===== config.mk =====
export PLATFORM = sky130hd
export DESIGN_NAME = rv_regfile_mp_flat
export DESIGN_NICKNAME = d
export VERILOG_FILES = /design/src/rtl/rv_regfile_mp_pkg.sv /design/src/rtl/rv_regfile_mp_if.sv /design/src/rtl/rv_regfile_mp_scoreboard.sv /design/src/rtl/rv_regfile_mp.sv /design/src/flat_wrapper.sv
export SDC_FILE = /design/constraint.sdc
export NUM_CORES = 2
export LEC_CHECK = 0
export BUFFER_PORTS_ARGS = -buffer_cell sky130_fd_sc_hd__buf_2
export CAP_MARGIN = 40
export CORE_MARGIN = 2
export CORE_UTILIZATION = 51
export CTS_BUF_LIST = sky130_fd_sc_hd__clkbuf_8
export CTS_CLUSTER_SIZE = 30
export DETAILED_ROUTE_END_ITERATION = 8
export GPL_ROUTABILITY_DRIVEN = 0
export PLACE_DENSITY = 0.67
export REMOVE_ABC_BUFFERS = 1
export SLEW_MARGIN = 20
export SYNTH_ARGS = -nofsm -noshare
export SYNTH_HDL_FRONTEND = slang
export SYNTH_SLANG_ARGS = --single-unit

===== constraint.sdc =====
create_clock -name clk -period 2.1 [get_ports clk]
set_clock_uncertainty 0.1 [all_clocks]
set_input_delay 0 -clock clk [delete_from_list [all_inputs] [get_ports clk]]
set_output_delay 0 -clock clk [all_outputs]
set_load 0.03 [all_outputs]

===== src/rtl/rv_regfile_mp_pkg.sv =====
// Shared constants and types for the multi-port RV32I/RV32E register file.
// The address helper is common to the write port, the read ports and the scoreboard.
package rv_regfile_pkg;

    localparam int unsigned XLEN_DEF = 32;
    localparam int unsigned NREGS_I  = 32;
    localparam int unsigned NREGS_E  = 16;
    localparam int unsigned REG_ZERO = 0;

    typedef logic [4:0]          reg_addr_t;
    typedef logic [XLEN_DEF-1:0] xlen_t;

    // x0 and addresses beyond the architectural count never hold state.
    function automatic bit addr_valid(int unsigned addr, int unsigned nregs);
        return (addr != REG_ZERO) && (addr < nregs);
    endfunction

endpackage


===== src/rtl/rv_regfile_mp_if.sv =====
// Decode/writeback-facing bundle of the register file: write port, packed read
// ports with busy flags, and the issue port that marks destinations pending.
interface rv_regfile_mp_if
    import rv_regfile_pkg::*;
#(
    parameter int unsigned XLEN   = XLEN_DEF,
    parameter int unsigned AW     = 5,
    parameter int unsigned NUM_RD = 2
);

    logic                   write_enable;
    logic [AW-1:0]          write_addr;
    logic [XLEN-1:0]        write_data;
    logic [NUM_RD*AW-1:0]   read_addr;
    logic [NUM_RD*XLEN-1:0] read_data;
    logic [NUM_RD-1:0]      read_busy;
    logic                   issue_valid;
    logic [AW-1:0]          issue_rd;
    logic                   busy_any;

    modport master (
        output write_enable, write_addr, write_data, read_addr, issue_valid, issue_rd,
        input  read_data, read_busy, busy_any
    );

    modport slave (
        input  write_enable, write_addr, write_data, read_addr, issue_valid, issue_rd,
        output read_data, read_busy, busy_any
    );

endinterface


===== src/rtl/rv_regfile_mp_scoreboard.sv =====
// Pending-write scoreboard: one bit per register, set on issue, cleared on
// writeback. A new issue to the same register wins over a coincident writeback.
module rv_scoreboard
    import rv_regfile_pkg::*;
#(
    parameter int unsigned NREGS = NREGS_I,
    parameter int unsigned AW    = $clog2(NREGS)
) (
    input  logic                clk,
    input  logic                rst_n,
    input  logic                set_valid_i,
    input  logic [AW-1:0]       set_addr_i,
    input  logic                clr_valid_i,
    input  logic [AW-1:0]       clr_addr_i,
    output logic [(1<<AW)-1:0]  pending_o,
    output logic                busy_any_o
);

    localparam int unsigned DEPTH = 1 << AW;

    logic [DEPTH-1:0] pending_q;
    logic [DEPTH-1:0] pending_d;

    // Clear first so that a simultaneous issue to the same register re-marks it.
    always_comb begin
        pending_d = pending_q;
        if (clr_valid_i && addr_valid(32'(clr_addr_i), NREGS)) begin
            pending_d[clr_addr_i] = 1'b0;
        end
        if (set_valid_i && addr_valid(32'(set_addr_i), NREGS)) begin
            pending_d[set_addr_i] = 1'b1;
        end
    end

    always_ff @(posedge clk or negedge rst_n) begin
        if (!rst_n) begin
            pending_q <= '0;
        end else begin
            pending_q <= pending_d;
        end
    end

    assign pending_o  = pending_q;
    assign busy_any_o = |pending_q;

endmodule


===== src/rtl/rv_regfile_mp.sv =====
// Parametrised integer register file: NUM_RD combinational read ports, one
// synchronous write port, optional write-to-read bypass and hazard scoreboard.
module rv_regfile_mp
    import rv_regfile_pkg::*;
#(
    parameter int unsigned XLEN   = XLEN_DEF,
    parameter int unsigned NREGS  = NREGS_I,
    parameter int unsigned AW     = $clog2(NREGS),
    parameter int unsigned NUM_RD = 2,
    parameter bit          BYPASS = 1'b1
) (
    input  logic            clk,
    input  logic            rst_n,
    rv_regfile_mp_if.slave  bus_if
);

    // Storage covers the full address space; entries at or above NREGS are never written.
    localparam int unsigned DEPTH = 1 << AW;

    logic [XLEN-1:0]  regs_q [DEPTH];
    logic [DEPTH-1:0] pending;
    logic             busyAny;
    logic             wrValid;

    assign wrValid = bus_if.write_enable && addr_valid(32'(bus_if.write_addr), NREGS);

    always_ff @(posedge clk or negedge rst_n) begin
        if (!rst_n) begin
            for (int i = 0; i < int'(DEPTH); i++) begin
                regs_q[i] <= '0;
            end
        end else if (wrValid) begin
            regs_q[bus_if.write_addr] <= bus_if.write_data;
        end
    end

    rv_scoreboard #(
        .NREGS (NREGS),
        .AW    (AW)
    ) u_scoreboard (
        .clk         (clk),
        .rst_n       (rst_n),
        .set_valid_i (bus_if.issue_valid),
        .set_addr_i  (bus_if.issue_rd),
        .clr_valid_i (bus_if.write_enable),
        .clr_addr_i  (bus_if.write_addr),
        .pending_o   (pending),
        .busy_any_o  (busyAny)
    );

    logic [XLEN-1:0] rdData [NUM_RD];
    logic            rdBusy [NUM_RD];

    // rst_n gates the ports so a bypassed write cannot leak out while reset is held.
    for (genvar g = 0; g < int'(NUM_RD); g++) begin : g_rd
        logic [AW-1:0] ra;
        logic          rdValid;
        logic          fwd;

        assign ra        = bus_if.read_addr[g*AW +: AW];
        assign rdValid   = rst_n && addr_valid(32'(ra), NREGS);
        assign fwd       = BYPASS && wrValid && (bus_if.write_addr == ra);
        assign rdData[g] = !rdValid ? '0 : (fwd ? bus_if.write_data : regs_q[ra]);
        assign rdBusy[g] = rdValid && pending[ra] && !fwd;
    end

    always_comb begin
        bus_if.read_data = '0;
        bus_if.read_busy = '0;
        for (int i = 0; i < int'(NUM_RD); i++) begin
            bus_if.read_data[i*XLEN +: XLEN] = rdData[i];
            bus_if.read_busy[i]              = rdBusy[i];
        end
    end

    assign bus_if.busy_any = busyAny;

endmodule


===== src/flat_wrapper.sv =====
// flat-port wrapper written by rule: the top's interface ports become plain ports
module rv_regfile_mp_flat import rv_regfile_pkg::*;
#(
    parameter int unsigned XLEN   = XLEN_DEF,
    parameter int unsigned NREGS  = NREGS_I,
    parameter int unsigned AW     = $clog2(NREGS),
    parameter int unsigned NUM_RD = 2,
    parameter bit          BYPASS = 1'b1
)
  (clk, rst_n, bus_if_write_enable, bus_if_write_addr, bus_if_write_data, bus_if_read_addr, bus_if_issue_valid, bus_if_issue_rd, bus_if_read_data, bus_if_read_busy, bus_if_busy_any);
  rv_regfile_mp_if #(.XLEN(XLEN), .AW(AW), .NUM_RD(NUM_RD)) bus_if_i ();
  input  logic clk;
  input  logic rst_n;
  input wire logic [$bits(bus_if_i.write_enable)-1:0] bus_if_write_enable;
  input wire logic [$bits(bus_if_i.write_addr)-1:0] bus_if_write_addr;
  input wire logic [$bits(bus_if_i.write_data)-1:0] bus_if_write_data;
  input wire logic [$bits(bus_if_i.read_addr)-1:0] bus_if_read_addr;
  input wire logic [$bits(bus_if_i.issue_valid)-1:0] bus_if_issue_valid;
  input wire logic [$bits(bus_if_i.issue_rd)-1:0] bus_if_issue_rd;
  output wire logic [$bits(bus_if_i.read_data)-1:0] bus_if_read_data;
  output wire logic [$bits(bus_if_i.read_busy)-1:0] bus_if_read_busy;
  output wire logic [$bits(bus_if_i.busy_any)-1:0] bus_if_busy_any;
  assign bus_if_i.write_enable = bus_if_write_enable;
  assign bus_if_i.write_addr = bus_if_write_addr;
  assign bus_if_i.write_data = bus_if_write_data;
  assign bus_if_i.read_addr = bus_if_read_addr;
  assign bus_if_i.issue_valid = bus_if_issue_valid;
  assign bus_if_i.issue_rd = bus_if_issue_rd;
  assign bus_if_read_data = bus_if_i.read_data;
  assign bus_if_read_busy = bus_if_i.read_busy;
  assign bus_if_busy_any = bus_if_i.busy_any;
  rv_regfile_mp #(.XLEN(XLEN), .NREGS(NREGS), .AW(AW), .NUM_RD(NUM_RD), .BYPASS(BYPASS)) u_core (.clk(clk), .rst_n(rst_n), .bus_if(bus_if_i));
endmodule

======== After elaboration in Yosys (flattened, before gate mapping) ========
Index checks and enable logic that the tools add are counted.
word-level totals
  register bits after elaboration ......... 1056
  output and inout port bits .............. 67
  logic and storage cells ................. 94
operators by class
  order comparisons ....................... 10
  equality and inequality tests ........... 2
  multiplexer cells ....................... 23
  bitwise operators ....................... 6
  reduce and logical (&&, ||, !) cells .... 20
operators with widths
  cell                                                                                 count
  1024-bit bitwise mux                                                                 1
  32-bit two-way mux                                                                   11
  32-bit binary-select mux with 5-bit select                                           2
  32-bit demux with 5-bit select                                                       1
  32-bit AND                                                                           1
  32-bit NOT                                                                           1
  32-bit bitwise OR                                                                    1
  32-bit OR reduction                                                                  1
  5-bit by 6-bit < comparator with 1-bit output, second input constant                 4
  5-bit nonzero test                                                                   4
  6-bit greater-or-equal comparator, second input constant                             3
  5-bit NOT with 6-bit output                                                          3
  1-bit logical AND                                                                    13
  1-bit binary-select mux with 5-bit select                                            2
  1-bit demux with 5-bit select                                                        2
  5-bit == test                                                                        2
  5-bit by 1-bit greater-or-equal comparator with 1-bit output, second input constant  2
  6-bit by 1-bit < comparator with 1-bit output, second input constant                 1
  1-bit two-way mux                                                                    4
  1-bit logical NOT                                                                    2

======== Depth between registers and ports, before layout ========
  depth after elaboration ................. 9
  depth in mapped cells ................... 10
  gate-level depth less buffers ........... 5

======== Modules after synthesis ========
A second synthesis with hierarchy kept.
unflattened totals
  cell total of the unflattened synthesis .. 4127
  area, all modules ....................... 57189.8 µm²
modules (own cells, without submodules)
  module         instances  cells each  area each (µm²)
  rv_regfile_mp  1          3991        55818.5
  rv_scoreboard  1          136         1371.3

======== Least setup slack after synthesis ========
Ideal clock, no wire load.
  path kind ............................... input-to-output
  start ................................... in bus_if_read_addr[2]
  end ..................................... out bus_if_read_data[29]
  arrival time ............................ 1942 ps
  setup slack ............................. 58 ps
  stages on the path ...................... 8
  cell sequence ........................... buf_4 > buf_4 > buf_2 > buf_1 > nor2_1 > a21oi_1 > a221oi_1 > o31ai_1
between the ends
  longest elaborated chain between the ends .. 6
  elaborated cells on any way between the ends .. 10
RTL lines
  what                                                    line                 RTL
  start: declaration                                      flat_wrapper.sv:17   input wire logic [$bits(bus_if_i.read_addr)-1:0] bus_if_read_addr;
  5-bit NOT with 6-bit output (implied by the code)       rv_regfile_mp.sv:63  assign rdData[g] = !rdValid ? '0 : (fwd ? bus_if.write_data : regs_q[ra]);
  32-bit binary-select mux with 5-bit select              rv_regfile_mp.sv:63
  32-bit two-way mux (implied by the code) (2 in series)  rv_regfile_mp.sv:63
  32-bit two-way mux                                      rv_regfile_mp.sv:63
  32-bit two-way mux *                                    rv_regfile_mp.sv:63
  end: declaration                                        flat_wrapper.sv:20   output wire logic [$bits(bus_if_i.read_data)-1:0] bus_if_read_data;
Every way passes the cells marked *; elsewhere a longest branch is shown, timed or not. The select of a mux whose other input is x is not followed.

======== Final worst setup path ========
  start ................................... reg u_core.regs_q[266] (netlist name)
  end ..................................... out bus_if_read_data[42]
between the ends
  longest elaborated chain between the ends .. 5
RTL lines
  what                                                    line                 RTL
  start: declaration                                      rv_regfile_mp.sv:20  logic [XLEN-1:0] regs_q [DEPTH];
  start signal: indexed assignment                        rv_regfile_mp.sv:33  regs_q[bus_if.write_addr] <= bus_if.write_data;
  32-bit binary-select mux with 5-bit select              rv_regfile_mp.sv:63
  32-bit two-way mux (implied by the code) (2 in series)  rv_regfile_mp.sv:63
  32-bit two-way mux (2 in series)                        rv_regfile_mp.sv:63
Every way passes these cells. The select of a mux whose other input is x is not followed.

==> reports/qor.txt <==
status: complete, but fails checks
failing checks: setup timing
Reg2Reg Launch Point: u_core.regs_q[456]
nets: 4189
R2R setup slack: 0.66 ns
share of cells above drive strength 1: 60.1%
critical path's largest stage delay: 0.46 ns
R2R depth: 2
Port Buffers: 122
RSZ-0062 raised after global routing: yes
post-route setup slack: -0.707 ns
Clock Pin Slew Worst Setup and Hold Paths: 0.07 ns
Max IR drop VDD: 0.000646 V
detailed-route DRC error count: 0
crit-path max FO: 2
final WL: 177 mm
DR WL/cell: 30.6 um
Slew @ Worst Pin: 0.949 ns
Crit Path Class: reg2out
clk root buf: clkbuf_8
Yosys reg bits: 1056
Clock Path Buffers: 3
cell area after synthesis: 0.0568 mm^2
I/O pins: 123
antenna violations before repair: 2
Critical Path Stages: 6
sequential area share after synthesis: 46.6%
HP Class: in2reg
PwrDens: 886 mW/mm^2
Starting Density: 51.4%
Pre-antenna DRT Iters: 8
max-cap viol count: 0
Worst slew margin: 36.8%
Fill cells: 8366
CTS tree: built
Final setup viols: 67
first-pass GRT wire length: 263 mm
Sequential cell area: 0.0264 mm^2
Ys Warns: 0
Worst-Skew Late Latency: 0.86 ns
Antenna Violating Nets Remaining: 0
Setup crit end: bus_if_read_data[42]
drt initial violations: 3752
Synth Area per Inst: 15.0 um^2
CTS Sinks: 1056
type of origin of the critical path: register
Total GRT Usage: 31.5%
top_reg_cell synth: dfrtp_1
most frequent cells in the layout: dfrtp_1, mux2_2, mux4_2
Syn Inst Count: 3775
htree depth: 4
Arrival @ worst endpoint: 2.71 ns
Max Slew Vio Count: 0
largest net degree at the start of global routing: 156
crit path from: u_core.regs_q[266]
worst r2r dst: u_core.regs_q[456]
CP cell instances: mux4_2, mux2i_1, a21oi_1, or3_1, a32o_2, buf_6
Area Growth Syn to Fin: 19.8%
Via-to-Cell Ratio: 6.64
Die ar.: 0.114 mm^2
fin crit period: 2.81 ns
most common cell after layout, fill and taps aside: dfrtp_1
fin util: 61.5%
Distinct cells, synth: 59
die height: 338 um
CP bufs+invs: 1
multi-input logic area: 0.0296 mm^2
# rows: 122
chip width: 338 um
Pleak: 0.0300 uW
Fmax: 356 MHz
CTS Buf Count: 182
Post-synth EDFFs: 0
CP max stage cell: mux4_2
via count: 38328
vias in the first global route: 39025
total core area: 0.111 mm^2
detailed placement HPWL: 110 mm
delay-heaviest family, CP: multiplexers
final worst-path cycle share: 134%
Worst EP required: 2.00 ns
fraction of registers with async set/reset: 100%
setup TNS: -35.88 ns
GRT Residual Overflow: 0
crit end category: primary output
Fin. Hold Viols: 0
[synthesized netlist by cell type (17+ instances only)]
| master | n | area, um^2 |
|---|---|---|
| a211oi_1 | 18 | 135 |
| a21oi_1 | 37 | 185 |
| a22o_1 | 36 | 315 |
| a22oi_1 | 23 | 173 |
| buf_1 | 89 | 334 |
| buf_2 | 121 | 606 |
| buf_4 | 31 | 233 |
| clkbuf_1 | 177 | 664 |
| dfrtp_1 | 1056 | 26400 |
| mux2_2 | 1046 | 11800 |
| mux2i_1 | 106 | 1060 |
| mux4_2 | 530 | 11900 |
| nand2_1 | 118 | 443 |
| nand3_1 | 25 | 125 |
| nor2_1 | 30 | 113 |
| nor3_1 | 17 | 85.1 |
| o211ai_1 | 29 | 218 |
| o21ai_0 | 72 | 360 |
| o21ai_1 | 18 | 90.1 |
| o22ai_1 | 53 | 332 |
| or3_1 | 19 | 119 |
[area by class of cell]
| cell class | count | share of cell area, % |
|---|---|---|
| clock buffer | 235 | 4.76 |
| antenna | 4 | 0.0147 |
| multi-input combinational | 2287 | 43.5 |
| tap | 1488 | 2.74 |
| timing repair buffer | 603 | 9.39 |
| sequential | 1056 | 38.9 |
| clock inverter | 98 | 0.773 |
| inverter | 3 | 0.0166 |
[where the power goes]
| group | total, uW | internal, uW | leakage, uW | switching, uW |
|---|---|---|---|---|
| Sequential | 27200 | 24200 | 0.0135 | 2930 |
| Combinational | 13900 | 8520 | 0.0143 | 5340 |
| Clock | 19200 | 10300 | 0.00218 | 8920 |
[repair_timing]
action / in CTS / in global routing
hold buffers: 73 / 0
hold endpoints to repair: 1961 / 0
pin swaps: 113 / 55
resized for setup: 308 / 69
setup endpoints to repair: 67 / 135
buffers inserted: 44 / 19
[worst register-to-register path, cell delays in order, from the launching register on]
cell and delay [ns]:
dfrtp_1 0.39, mux2_2 0.27, dlygate4sd3_1 0.56
[how the worst min path moves through the flow]
stage | start | to | slack [ns] | cells past startpoint
6_report | bus_if_issue_rd[0] | u_core.u_scoreboard.pending_o[29] | 0.04 | 4
5_1_grt | bus_if_issue_rd[0] | u_core.u_scoreboard.pending_o[29] | 0.07 | 4
4_1_cts | bus_if_issue_valid | u_core.u_scoreboard.pending_o[15] | 0.006 | 4
2_1_floorplan | rst_n | u_core.regs_q[0] | -0.40 | 0
3_3_place_gp | rst_n | u_core.regs_q[61] | -0.25 | 1
3_5_place_dp | rst_n | u_core.regs_q[61] | -0.26 | 1
[layer usage]
| metal | track usage (%) | vias to the layer above | wire length [um] |
|---|---|---|---|
| li1 | - | 15457 | - |
| met1 | 45.2 | 20718 | 74600 |
| met2 | 47.6 | 1786 | 81700 |
| met3 | 6.87 | 367 | 14300 |
| met4 | 11.6 | 0 | 6060 |
| met5 | 0 | - | 0 |
[cell families (layout without fill, tap and decap cells)]
family	after synthesis	in the layout	synth area share, %
buffers and inverters	432	939	3.47
multiplexers	1682	1682	43.6
XOR/XNOR	10	10	0.154
other	0	4	0
AO/OA/AOI/OAI	323	323	3.75
AND/OR/NAND/NOR	272	272	2.42
flip-flops	1056	1056	46.6
[per-stage QoR]
stage | setup WS [ns] | instance area, um^2 | instances | total power (uW) | hold slack [ns]
floorplan | -0.814 | 54800 | 3346 | 35100 | -0.396
global placement | -0.313 | 61800 | 5317 | 39500 | -0.254
detailed placement | -0.317 | 61800 | 5319 | 40000 | -0.256
CTS | -0.765 | 67700 | 5757 | 60100 | 0.00626
global route | -0.822 | 68000 | 5772 | 62800 | 0.0664
finish | -0.707 | 68000 | 5774 | 60200 | 0.0407
[flip-flops by register name, summed over array words and instances, names as in the netlist]
name                           flops
u_core.u_scoreboard.pending_o     32
u_core.regs_q                   1024
Power figures use the tool's default switching activity.
